===== config.mk =====
export PLATFORM = sky130hd
export DESIGN_NAME = uart_bus_master
export DESIGN_NICKNAME = d
export VERILOG_FILES = /design/src/rtl/uart_bus_pkg.sv /design/src/rtl/bus_timeout_ctr.sv /design/src/rtl/uart_bus_master.sv
export SDC_FILE = /design/constraint.sdc
export NUM_CORES = 1
export LEC_CHECK = 0
export CAP_MARGIN = 20
export CORE_MARGIN = 3
export CORE_UTILIZATION = 42
export CTS_BUF_LIST = sky130_fd_sc_hd__clkbuf_16
export CTS_CLUSTER_DIAMETER = 80
export CTS_CLUSTER_SIZE = 14
export DETAILED_ROUTE_END_ITERATION = 16
export GPL_ROUTABILITY_DRIVEN = 0
export PLACE_DENSITY = 0.8
export SYNTH_ARGS = -nofsm -noshare
export SYNTH_HDL_FRONTEND = slang
export SYNTH_SLANG_ARGS = --single-unit

===== constraint.sdc =====
create_clock -name CLK_I -period 1.94 [get_ports CLK_I]
set_input_delay 0.291 -clock CLK_I [delete_from_list [all_inputs] [get_ports CLK_I]]
set_output_delay 0.291 -clock CLK_I [all_outputs]
set_load 0.05 [all_outputs]

===== src/rtl/uart_bus_pkg.sv =====
// Shared definitions for the MiniUART bus initiator: FSM encoding,
// default timeout and the slave's register word offsets.
package uart_bus_pkg;

    // Transaction FSM encoding
    typedef enum logic [1:0] {
        ST_IDLE = 2'b00,
        ST_BUS  = 2'b01,
        ST_RESP = 2'b10
    } bus_state_t;

    // Cycles STB_O may stay high without ACK_I before aborting
    localparam int DEFAULT_TIMEOUT = 16;

    // MiniUART register word addresses (ADD[4:2])
    localparam logic [2:0] REG_DATA = 3'b000;
    localparam logic [2:0] REG_IER  = 3'b001;
    localparam logic [2:0] REG_IIR  = 3'b010;
    localparam logic [2:0] REG_LCR  = 3'b011;
    localparam logic [2:0] REG_LSR  = 3'b100;

    // Saturating increment used by the timeout counter
    function automatic logic [7:0] sat_inc8(input logic [7:0] value);
        return (value == 8'hFF) ? value : value + 8'd1;
    endfunction

endpackage


===== src/rtl/bus_timeout_ctr.sv =====
// Bus-cycle watchdog: counts cycles while enabled and raises a registered
// 'expired' flag while the count equals TIMEOUT-1. The count saturates, so
// it can never wrap back to a small value inside one transaction.
module bus_timeout_ctr #(
    parameter int TIMEOUT = 16,
    parameter int CNT_W   = 8
) (
    input  logic clk,
    input  logic rst_n,
    input  logic clear,
    input  logic enable,
    output logic expired
);

    localparam logic [CNT_W-1:0] CNT_LAST = CNT_W'(TIMEOUT - 1);
    localparam logic [CNT_W-1:0] CNT_MAX  = '1;

    logic [CNT_W-1:0] count_reg;
    logic [CNT_W-1:0] count_next;
    logic             expired_reg;
    logic             expired_next;

    // Next count: clear wins over enable; hold at all-ones instead of wrapping.
    // The flag is computed from the next count so that, once registered, it
    // is true exactly while count_reg == TIMEOUT-1.
    always_comb begin
        count_next = count_reg;
        if (clear) begin
            count_next = '0;
        end else if (enable && (count_reg != CNT_MAX)) begin
            count_next = count_reg + 1'b1;
        end
        expired_next = (count_next == CNT_LAST);
    end

    // Counter and flag registers
    always_ff @(posedge clk) begin
        if (!rst_n) begin
            count_reg   <= '0;
            expired_reg <= 1'b0;
        end else begin
            count_reg   <= count_next;
            expired_reg <= expired_next;
        end
    end

    assign expired = expired_reg;

endmodule


===== src/rtl/uart_bus_master.sv =====
// CPU-to-MiniUART bus initiator. A single-cycle CPU request is registered
// onto the strobe/acknowledge bus, held stable until ACK_I or timeout, and
// completed with a one-cycle cpu_ready_o pulse (cpu_err_o = timed out).
module uart_bus_master
    import uart_bus_pkg::*;
#(
    parameter int TIMEOUT = DEFAULT_TIMEOUT,
    parameter int CNT_W   = 8
) (
    input  logic        CLK_I,
    input  logic        RST_I,
    input  logic        cpu_req_i,
    input  logic        cpu_we_i,
    input  logic [2:0]  cpu_addr_i,
    input  logic [31:0] cpu_wdata_i,
    output logic        busy_o,
    output logic        cpu_ready_o,
    output logic        cpu_err_o,
    output logic [31:0] cpu_rdata_o,
    output logic [2:0]  ADD_O,
    output logic [31:0] DAT_O,
    input  logic [31:0] DAT_I,
    output logic        STB_O,
    output logic        WE_O,
    input  logic        ACK_I
);

    bus_state_t  state_reg, state_next;
    logic        stb_reg,   stb_next;
    logic        we_reg,    we_next;
    logic [2:0]  add_reg,   add_next;
    logic [31:0] dat_reg,   dat_next;
    logic        busy_reg,  busy_next;
    logic        ready_reg, ready_next;
    logic        err_reg,   err_next;
    logic [31:0] rdata_reg, rdata_next;

    logic ctr_clear;
    logic ctr_enable;
    logic timed_out;

    // Watchdog for the BUS phase; restarted whenever a request is accepted
    bus_timeout_ctr #(
        .TIMEOUT (TIMEOUT),
        .CNT_W   (CNT_W)
    ) u_timeout (
        .clk     (CLK_I),
        .rst_n   (RST_I),
        .clear   (ctr_clear),
        .enable  (ctr_enable),
        .expired (timed_out)
    );

    // Next-state and next-output logic; every output is a register so the
    // bus and CPU sides never see combinational paths through this block
    always_comb begin
        state_next = state_reg;
        stb_next   = stb_reg;
        we_next    = we_reg;
        add_next   = add_reg;
        dat_next   = dat_reg;
        busy_next  = busy_reg;
        ready_next = ready_reg;
        err_next   = err_reg;
        rdata_next = rdata_reg;
        ctr_clear  = 1'b0;
        ctr_enable = 1'b0;

        case (state_reg)
            ST_IDLE: begin
                // ACK_I is deliberately not looked at here
                if (cpu_req_i) begin
                    we_next    = cpu_we_i;
                    add_next   = cpu_addr_i;
                    dat_next   = cpu_wdata_i;
                    stb_next   = 1'b1;
                    busy_next  = 1'b1;
                    ctr_clear  = 1'b1;
                    state_next = ST_BUS;
                end
            end

            ST_BUS: begin
                // Address, data and WE stay frozen; new CPU requests ignored
                ctr_enable = 1'b1;
                if (ACK_I) begin
                    // Acknowledge beats a simultaneous timeout
                    if (!we_reg) begin
                        rdata_next = DAT_I;
                    end
                    stb_next   = 1'b0;
                    we_next    = 1'b0;
                    ready_next = 1'b1;
                    err_next   = 1'b0;
                    state_next = ST_RESP;
                end else if (timed_out) begin
                    stb_next   = 1'b0;
                    we_next    = 1'b0;
                    ready_next = 1'b1;
                    err_next   = 1'b1;
                    state_next = ST_RESP;
                end
            end

            ST_RESP: begin
                // Completion pulse ends; err stays visible until next completion
                ready_next = 1'b0;
                busy_next  = 1'b0;
                state_next = ST_IDLE;
            end

            default: begin
                stb_next   = 1'b0;
                we_next    = 1'b0;
                busy_next  = 1'b0;
                ready_next = 1'b0;
                state_next = ST_IDLE;
            end
        endcase
    end

    // State and output registers with synchronous active-low reset
    always_ff @(posedge CLK_I) begin
        if (!RST_I) begin
            state_reg <= ST_IDLE;
            stb_reg   <= 1'b0;
            we_reg    <= 1'b0;
            add_reg   <= '0;
            dat_reg   <= '0;
            busy_reg  <= 1'b0;
            ready_reg <= 1'b0;
            err_reg   <= 1'b0;
            rdata_reg <= '0;
        end else begin
            state_reg <= state_next;
            stb_reg   <= stb_next;
            we_reg    <= we_next;
            add_reg   <= add_next;
            dat_reg   <= dat_next;
            busy_reg  <= busy_next;
            ready_reg <= ready_next;
            err_reg   <= err_next;
            rdata_reg <= rdata_next;
        end
    end

    assign STB_O       = stb_reg;
    assign WE_O        = we_reg;
    assign ADD_O       = add_reg;
    assign DAT_O       = dat_reg;
    assign busy_o      = busy_reg;
    assign cpu_ready_o = ready_reg;
    assign cpu_err_o   = err_reg;
    assign cpu_rdata_o = rdata_reg;

endmodule


==> flow_summary.yaml, run 1 <==
synth:
  ys_seq_area_share_pct: 51.5
  yosys_warnings: 0
  synth_xor_xnor_area_share_pct: 0.814
  synth.ff_latch_count: 83
  synth_top_family_by_area: "simple AND/OR/NAND/NOR gates"
  synth_simple_gate_area_share_pct: 23.8
  synthMuxAreaShare_pct: 0.620
  synthFlopType: "dfxtp_1"
  synthDistinctLibCells: 41
  synth-edff-count: 0
  syn_inst: 379
  synth_async_sr_flop_share_pct: 0
  syn-num-nets: 452
  syn-cell-area_mm2: 0.00323
  synth_compound_area_share_pct: 19.3
  synth-adder-area-share_pct: 0.388
  avgSynthCellArea_um2: 8.52
power:
  ir_drop_v: 0.000558
  power.leakage_nw: 1.83
  power.density_mw_per_mm2: 841
status:
  outcome: "finished clean"
setup_path:
  crit_chain: "clkdlybuf4s50_1"
  required_ps: 1650
  r2r_slack_ps: 210
  r2r_end: "u_timeout.expired"
  r2r-start: "state_reg[0]"
  crit_buf_inv: 1
  reg2reg_depth: 5
  cp_slowest_cell: "clkdlybuf4s50_1"
  critPathArrivalTime_ps: 1490
  critPathLaunchType: "flop"
  critical_path.max_fanout: 2
  cp-end-kind: "output port"
  cpPeakStageDelay_ps: 840
  path_class: "flop to output port"
  crit_start: "busy_o"
  cp_top_family: "buffers and inverters"
sta:
  max_freq_ghz: 0.560
  tightestPinTransition_ps: 547
  hold_violations: 0
  fin_crit_sh_pct: 92.0
  fin_crit_ps: 1780
  drv_slew: 0
  finClkSkew_ps: 5.36
  setup-tns-final_ps: 0
  rsz0062_at_grt: "no"
  slew_headroom_pct: 63.4
  finalSetupViolations: 0
clock_network:
  clk_path_buf_depth: 2
  clock_latency_ps: 320
  cts_buffers: 9
  cts.clk_slew.worst_paths_ps: 60
  root_buffer: "clkbuf_16"
  htreeDepth: 3
  cts_sinks: 83
  tritoncts: "done"
  hold_buffers: 0
global_routing:
  grt_usage_pct: 19.0
  grt_max_degree: 36
  grt_overflow: 0
  grt_pass1_vias: 2930
  grt_antenna_before_repair: 0
  grt_pass1_wl_mm: 13.3
layout:
  area_delta_synth_final_pct: 56.2
  final_core_util_pct: 68.4
  design.final.nets: 592
  layout-drive-gt1-share_pct: 6.68
  n_antenna_cell: 0
  layout_commonest_cell: "nand2_1"
  final_cell_mix: "145 x nand2_1, 141 x clkdlybuf4s50_1, 83 x dfxtp_1, 63 x a21boi_0, 9 x clkbuf_16"
floorplanning:
  io_pins: 144
  die_area_mm2: 0.00877
  start_util_pct: 43.8
  core_area_mm2: 0.00737
  die_h_um: 93.7
  die_w_um: 93.7
  rows: 31
placed_design:
  place.port_buffers: 143
  hpwlAfterDp_mm: 6.19
detailed_routing:
  vias_per_cell: 4.83
  drt_iter0_drc: 136
  num_vias: 3010
  drc: 0
  wire_per_inst_um: 13.5
  ant_nets: 0
  drt_wl_total_mm: 8.39
  drt-pass1-iter-count: 4
hold_path:
  hold-path-cell-count: 3
  hold_path_end: "cpu_err_o"
  hp-class: "input pin to flop"
  hold_path_startpoint: "RST_I"
run:
  maxCapViolCount: 0
==> cell type report <==
cell class	count	area, um2
fillers	601	2330
flip-flops and latches	83	1660
repair buffers	152	1510
multi-input cells	271	1450
clock buffers	9	225
well taps	99	124
clock inverters	7	60.1
inverters	2	7.51
==> worst register-to-register path: cells and delay by family (launching register included) <==
kind	cells	cell delay, ps
DFF	1	460
and+or+nand+nor	4	870
muxes	1	310
==> synthesized netlist by cell type, types with 2 or more instances <==
cell	instances	area share [%]
nand3_1	5	0.78
and3_1	2	0.39
mux2i_1	2	0.62
a21oi_1	4	0.62
inv_1	2	0.23
nor2b_1	3	0.58
a21boi_0	63	15
a31o_2	2	0.54
buf_4	4	0.93
nand2_1	145	17
a21boi_1	4	0.93
xor2_1	2	0.54
dfxtp_1	83	51
nand2b_1	2	0.39
clkbuf_1	12	1.4
buf_2	7	1.1
nand4_1	2	0.39
nor2_1	7	0.81
and2_1	3	0.58
o21ai_0	4	0.62
==> per-layer routing <==
| layer | share of wire (%) | up-vias | global-route usage [%] |
|---|---|---|---|
| met5 | 0 | - | 0 |
| met4 | 1.4 | 0 | 7.10 |
| li1 | - | 1523 | - |
| met1 | 42 | 1365 | 22.4 |
| met2 | 48 | 113 | 32.3 |
| met3 | 8.2 | 9 | 6.25 |
==> kinds of logic (layout without fill, tap and decap cells) <==
logic type               after synthesis  count (layout)
flip-flops                            83              83
buffers and inverters                 25             170
XOR/XNOR                               3               3
AND/OR/NAND/NOR                      181             181
adder cells (fa/ha/maj)                1               1
AO/OA/AOI/OAI                         84              84
multiplexers                           2               2
==> power breakdown <==
| part | internal, mW | switching (mW) |
|---|---|---|
| combinational | 0.336 | 0.463 |
| sequential | 1.79 | 0.0457 |
| clock | 0.980 | 0.632 |
| total | 3.10 | 1.14 |
==> through the flow <==
step,hold WS [ps],power (mW),std cells,worst slack (ps),area [um2]
2_1_floorplan,426,2.32,379,424,3230
3_3_place_gp,442,2.66,607,89.1,4750
3_5_place_dp,446,2.67,607,7.94,4750
4_1_cts,310,4.29,623,47.0,5040
5_1_grt,344,4.42,623,79.8,5040
6_report,319,4.24,623,156,5040
==> worst max path at each step <==
| stage | cells past startpoint | to |
|---|---|---|
| finish | 1 | busy_o |
| global route | 5 | u_timeout.expired |
| CTS | 1 | WE_O |
| detailed placement | 5 | DAT_O[22] |
| global placement | 5 | DAT_O[13] |
| floorplan | 5 | cpu_rdata_o[10] |
==> repair_timing <==
action                     CTS  global route
setup endpoints to repair    0             1
setup buffers                0             0
resized for setup            0             1
No activity file was read; power rests on OpenSTA's default activity.
==> run 2: changes to the inputs <==
--- a/config.mk
+++ b/config.mk
@@ -6,7 +6,7 @@
 export NUM_CORES = 1
 export LEC_CHECK = 0
 export CAP_MARGIN = 20
-export CORE_MARGIN = 3
+export CORE_MARGIN = 5
 export CORE_UTILIZATION = 42
 export CTS_BUF_LIST = sky130_fd_sc_hd__clkbuf_16
 export CTS_CLUSTER_DIAMETER = 80
==> constraint.sdc (replaced) <==
create_clock -name CLK_I -period 1.9 [get_ports CLK_I]
set_input_delay 0.285 -clock CLK_I [delete_from_list [all_inputs] [get_ports CLK_I]]
set_output_delay 0.285 -clock CLK_I [all_outputs]
set_load 0.05 [all_outputs]
==> run 2 against run 1 <==
Sequential power is 2% higher; via count is 0.40% lower; sequential cell count unchanged; clock power grew 13%; critical path type unchanged.
==> flow_summary.yaml, run 2 (synthesis results as in run 1) <==
floorplanning:
  die_area_mm2: 0.00954
  die_w_um: 97.7
  core_area_mm2: 0.00761
  io_pins: 144
  die_h_um: 97.7
  start_util_pct: 42.4
  rows: 32
power:
  power.density_mw_per_mm2: 885
  p_comb_share_pct: 18.2
  pwr-share-clk_pct: 40.3
  switching_share_pct: 26.4
  ir_drop_v: 0.000422
  power.leakage_nw: 1.84
  p_switching_mw: 1.19
  p_int_mw: 3.32
  power_frac_seq_pct: 41.4
sta:
  rsz0062_at_grt: "no"
  finalSetupViolations: 0
  drv_slew: 0
  timing.hold.ws_ps: 292
  fin_crit_ps: 1780
  fin_crit_sh_pct: 93.4
  slew_headroom_pct: 64.0
  postLayoutSetupSlackWorst_ps: 124
  tightestPinTransition_ps: 538
  max_freq_ghz: 0.563
  hold_violations: 0
  setup-tns-final_ps: 0
  finClkSkew_ps: 6.14
placed_design:
  post-place-ws_ps: 52.0
  place.port_buffers: 143
  hpwlAfterDp_mm: 6.21
setup_path:
  crit_start: "DAT_O[4]"
  crit_buf_inv: 1
  critPathArrivalTime_ps: 1490
  crit_chain: "clkdlybuf4s50_1"
  required_ps: 1620
  critical_path.max_fanout: 2
  cp_slowest_cell: "clkdlybuf4s50_1"
  cp-end-kind: "output port"
  cp_top_family: "buffers and inverters"
  path_class: "flop to output port"
  r2r-start: "state_reg[0]"
  cpPeakStageDelay_ps: 830
  critPathLaunchType: "flop"
clock_network:
  htreeDepth: 3
  cts_buffers: 9
  cts_sinks: 83
  tritoncts: "done"
  clk_path_buf_depth: 2
  cts.clk_slew.worst_paths_ps: 60
  clock_latency_ps: 330
  root_buffer: "clkbuf_16"
hold_path:
  hold_path_startpoint: "RST_I"
  hp-class: "input pin to flop"
layout:
  fillers: 622
  layout_commonest_cell: "nand2_1"
  layout-drive-gt1-share_pct: 6.69
  final_cell_mix: "145 x nand2_1, 141 x clkdlybuf4s50_1, 83 x dfxtp_1, 63 x a21boi_0, 9 x clkbuf_16"
  design.final.nets: 591
  area_delta_synth_final_pct: 57.8
  n_antenna_cell: 0
status:
  outcome: "finished clean"
detailed_routing:
  vias_per_cell: 4.80
  ant_nets: 0
  drc: 0
  drt_iter0_drc: 121
  wire_per_inst_um: 13.6
  drt_wl_total_mm: 8.48
  num_vias: 2998
  drt-pass1-iter-count: 4
global_routing:
  grt_overflow: 0
  grt_max_degree: 38
  grt_usage_pct: 17.8
  grt_pass1_vias: 2963
  grt_pass1_wl_mm: 13.9
  grt_antenna_before_repair: 0
run:
  maxCapViolCount: 0
[run 2: worst reg2reg max path: cells and delay by family, from the launching register on]
family	cells	cell delay [ps]
DFF	1	460
muxes	1	310
and+or+nand+nor	4	910
[run 2: metrics by stage]
step / power (mW) / instances / cell area, um2 / utilization [%]
after floorplan: 2.37 / 379 / 3230 / -
after global placement: 2.72 / 609 / 4770 / 62.8
after detailed placement: 2.73 / 609 / 4770 / 62.8
after CTS: 4.57 / 625 / 5090 / 66.9
after global routing: 4.69 / 625 / 5090 / 67.0
final: 4.51 / 625 / 5090 / 67.0
[run 2: area by class of cell]
type	instances	area [um2]	share of cell area, %
inverters	2	7.51	0.147
multi-input cells	271	1450	28.5
clock buffers	9	225	4.42
clock inverters	7	92.6	1.82
flip-flops and latches	83	1660	32.6
well taps	102	128	2.50
repair buffers	151	1530	30.0
[run 2: final timing paths]
kind,to,slack (ps),depth (start not counted)
hold reg to reg,cpu_rdata_o[28],450,2
setup / recovery,DAT_O[4],120,1
hold / removal,cpu_err_o,290,3
setup reg to reg,u_timeout.expired,130,5
[run 2: what timing repair did]
item,4_1_cts,5_1_grt
setup buffers,0,0
gates resized for setup,0,1
endpoints found under the setup margin,0,1
hold buffers,0,0
[run 2: metal layers]
| layer | vias up | part of all wire, % | track usage, % |
|---|---|---|---|
| met5 | - | 0 | 0 |
| met4 | 0 | 1.6 | 7.56 |
| met3 | 12 | 7.3 | 5.31 |
| met2 | 116 | 47 | 29.7 |
| met1 | 1347 | 44 | 21.3 |
| li1 | 1523 | - | - |
[run 2: power groups by stage]
| stage | Clock [mW] | Combinational (mW) | Sequential, mW |
|---|---|---|---|
| final | 1.82 | 0.821 | 1.87 |
| after global routing | 1.94 | 0.871 | 1.88 |
| after CTS | 1.87 | 0.830 | 1.87 |
| after detailed placement | 0 | 0.827 | 1.91 |
| after global placement | 0 | 0.820 | 1.90 |
| after floorplan | 0 | 0.195 | 2.17 |
==> run 3: changes to the inputs <==
--- a/config.mk
+++ b/config.mk
@@ -6,7 +6,7 @@
 export NUM_CORES = 1
 export LEC_CHECK = 0
 export CAP_MARGIN = 20
-export CORE_MARGIN = 5
+export CORE_MARGIN = 3
 export CORE_UTILIZATION = 42
 export CTS_BUF_LIST = sky130_fd_sc_hd__clkbuf_16
 export CTS_CLUSTER_DIAMETER = 80
==> run 3 against run 2 <==
Total power decreased by 3.3%; clock power shrank 8%; design area down 0.88%; sequential share of layout area rose by 0.29 points; setup slack better by 6.4 ps; non-clock buffer count is 2 higher; global-route usage is 1.6 points higher; critical endpoint is now DAT_O[23]; highest routed layer unchanged.
==> flow_summary.yaml, run 3 (synthesis results as in run 1) <==
status:
  outcome: "finished clean"
placed_design:
  hpwlAfterDp_mm: 6.13
  place.port_buffers: 143
sta:
  drv_slew: 0
  hold_violations: 0
  slew_headroom_pct: 64.0
  finalSetupViolations: 0
  fin_crit_sh_pct: 93.1
  rsz0062_at_grt: "no"
  fin_crit_ps: 1770
  tightestPinTransition_ps: 538
  finClkSkew_ps: 7.88
  setup-tns-final_ps: 0
  max_freq_ghz: 0.565
detailed_routing:
  wire_per_inst_um: 13.6
  drt-pass1-iter-count: 4
  ant_nets: 0
  num_vias: 3027
  drc: 0
  vias_per_cell: 4.85
  drt_iter0_drc: 113
  drt_wl_total_mm: 8.47
setup_path:
  r2r_slack_ps: 190
  cp_top_family: "buffers and inverters"
  reg2reg_depth: 5
  crit_chain: "clkdlybuf4s50_1"
  r2r-start: "state_reg[0]"
  required_ps: 1620
  cp-end-kind: "output port"
  cpPeakStageDelay_ps: 820
  r2r_end: "u_timeout.expired"
  cp_slowest_cell: "clkdlybuf4s50_1"
  cp-endpoint: "DAT_O[23]"
  crit_buf_inv: 1
  critPathLaunchType: "flop"
  crit_start: "DAT_O[23]"
  critPathArrivalTime_ps: 1480
  critical_path.max_fanout: 2
  worst-path-stages: 1
  path_class: "flop to output port"
global_routing:
  grt_usage_pct: 19.4
  grt_max_degree: 36
  grt_antenna_before_repair: 0
  grt_pass1_vias: 2900
  grt_overflow: 0
  grt_pass1_wl_mm: 13.6
clock_network:
  cts_buffers: 9
  tritoncts: "done"
  clock_latency_ps: 330
  htreeDepth: 3
  cts.clk_slew.worst_paths_ps: 60
  clk_path_buf_depth: 2
  root_buffer: "clkbuf_16"
  cts_sinks: 83
run:
  maxCapViolCount: 0
layout:
  fillers: 589
  design.final.nets: 593
  area_delta_synth_final_pct: 56.4
  layout_commonest_cell: "nand2_1"
  n_antenna_cell: 0
  layout-drive-gt1-share_pct: 7.43
  final_cell_mix: "145 x nand2_1, 139 x clkdlybuf4s50_1, 83 x dfxtp_1, 63 x a21boi_0, 11 x buf_4"
power:
  power.leakage_nw: 1.83
  power.density_mw_per_mm2: 863
  ir_drop_v: 0.000525
  p_total_mw: 4.36
hold_path:
  hp-class: "input pin to flop"
  hold-path-cell-count: 3
floorplanning:
  core_area_mm2: 0.00737
  die_h_um: 93.7
  start_util_pct: 43.8
  rows: 31
  die_w_um: 93.7
  die_area_mm2: 0.00877
  io_pins: 144
run 3: tightest hold or removal path: cells and delay by family:
| family | cells | cell delay, ps |
|---|---|---|
| buf+inv | 1 | 180 |
| simple gates | 2 | 120 |
run 3: metal layers:
metal  vias up  wire (um)  GRT usage [%]  share of wire, %
li1       1524          -              -                 -
met1      1371       3480           23.2                41
met2       124       4080           32.9                48
met3         8        820           6.01               9.7
met4         0         86           6.50               1.0
met5         -          0              0                 0
run 3: timing repair:
item                                    4_1_cts  5_1_grt
buffers inserted                              0        0
hold buffers                                  0        0
endpoints found under the setup margin        0        1
resized for setup                             0        1
run 3: layout make-up:
type / instances / area (um2) / share of cell area [%]
sequential: 83 / 1660 / 32.9
timing repair buffer: 153 / 1510 / 29.9
multi-input combinational: 271 / 1450 / 28.8
clock buffer: 9 / 225 / 4.46
tap: 99 / 124 / 2.45
clock inverter: 7 / 66.3 / 1.31
inverter: 2 / 7.51 / 0.149
run 3: metrics by stage:
step	utilization, %	cells	cell area [um2]	hold WS, ps	setup slack (ps)
floorplan	-	379	3230	420	384
global placement	64.5	608	4760	442	91.0
detailed placement	64.5	608	4760	447	56.5
CTS	68.5	624	5050	297	16.4
global route	68.5	624	5050	329	9.21
finish	68.5	624	5050	302	131
run 3: how the worst min path moves through the flow:
stage,end,start,slack (ps)
after floorplan,cpu_rdata_o[27],DAT_I[27],420
after global placement,cpu_rdata_o[27],cpu_rdata_o[27],440
after detailed placement,cpu_rdata_o[28],cpu_rdata_o[28],450
after CTS,cpu_err_o,RST_I,300
after global routing,cpu_err_o,RST_I,330
final,cpu_err_o,RST_I,300
run 3: where the power goes:
part | switching [mW] | internal (mW) | total (mW)
combinational | 0.474 | 0.343 | 0.817
clock | 0.665 | 1.01 | 1.67
sequential | 0.0460 | 1.82 | 1.87
total | 1.18 | 3.18 | 4.36
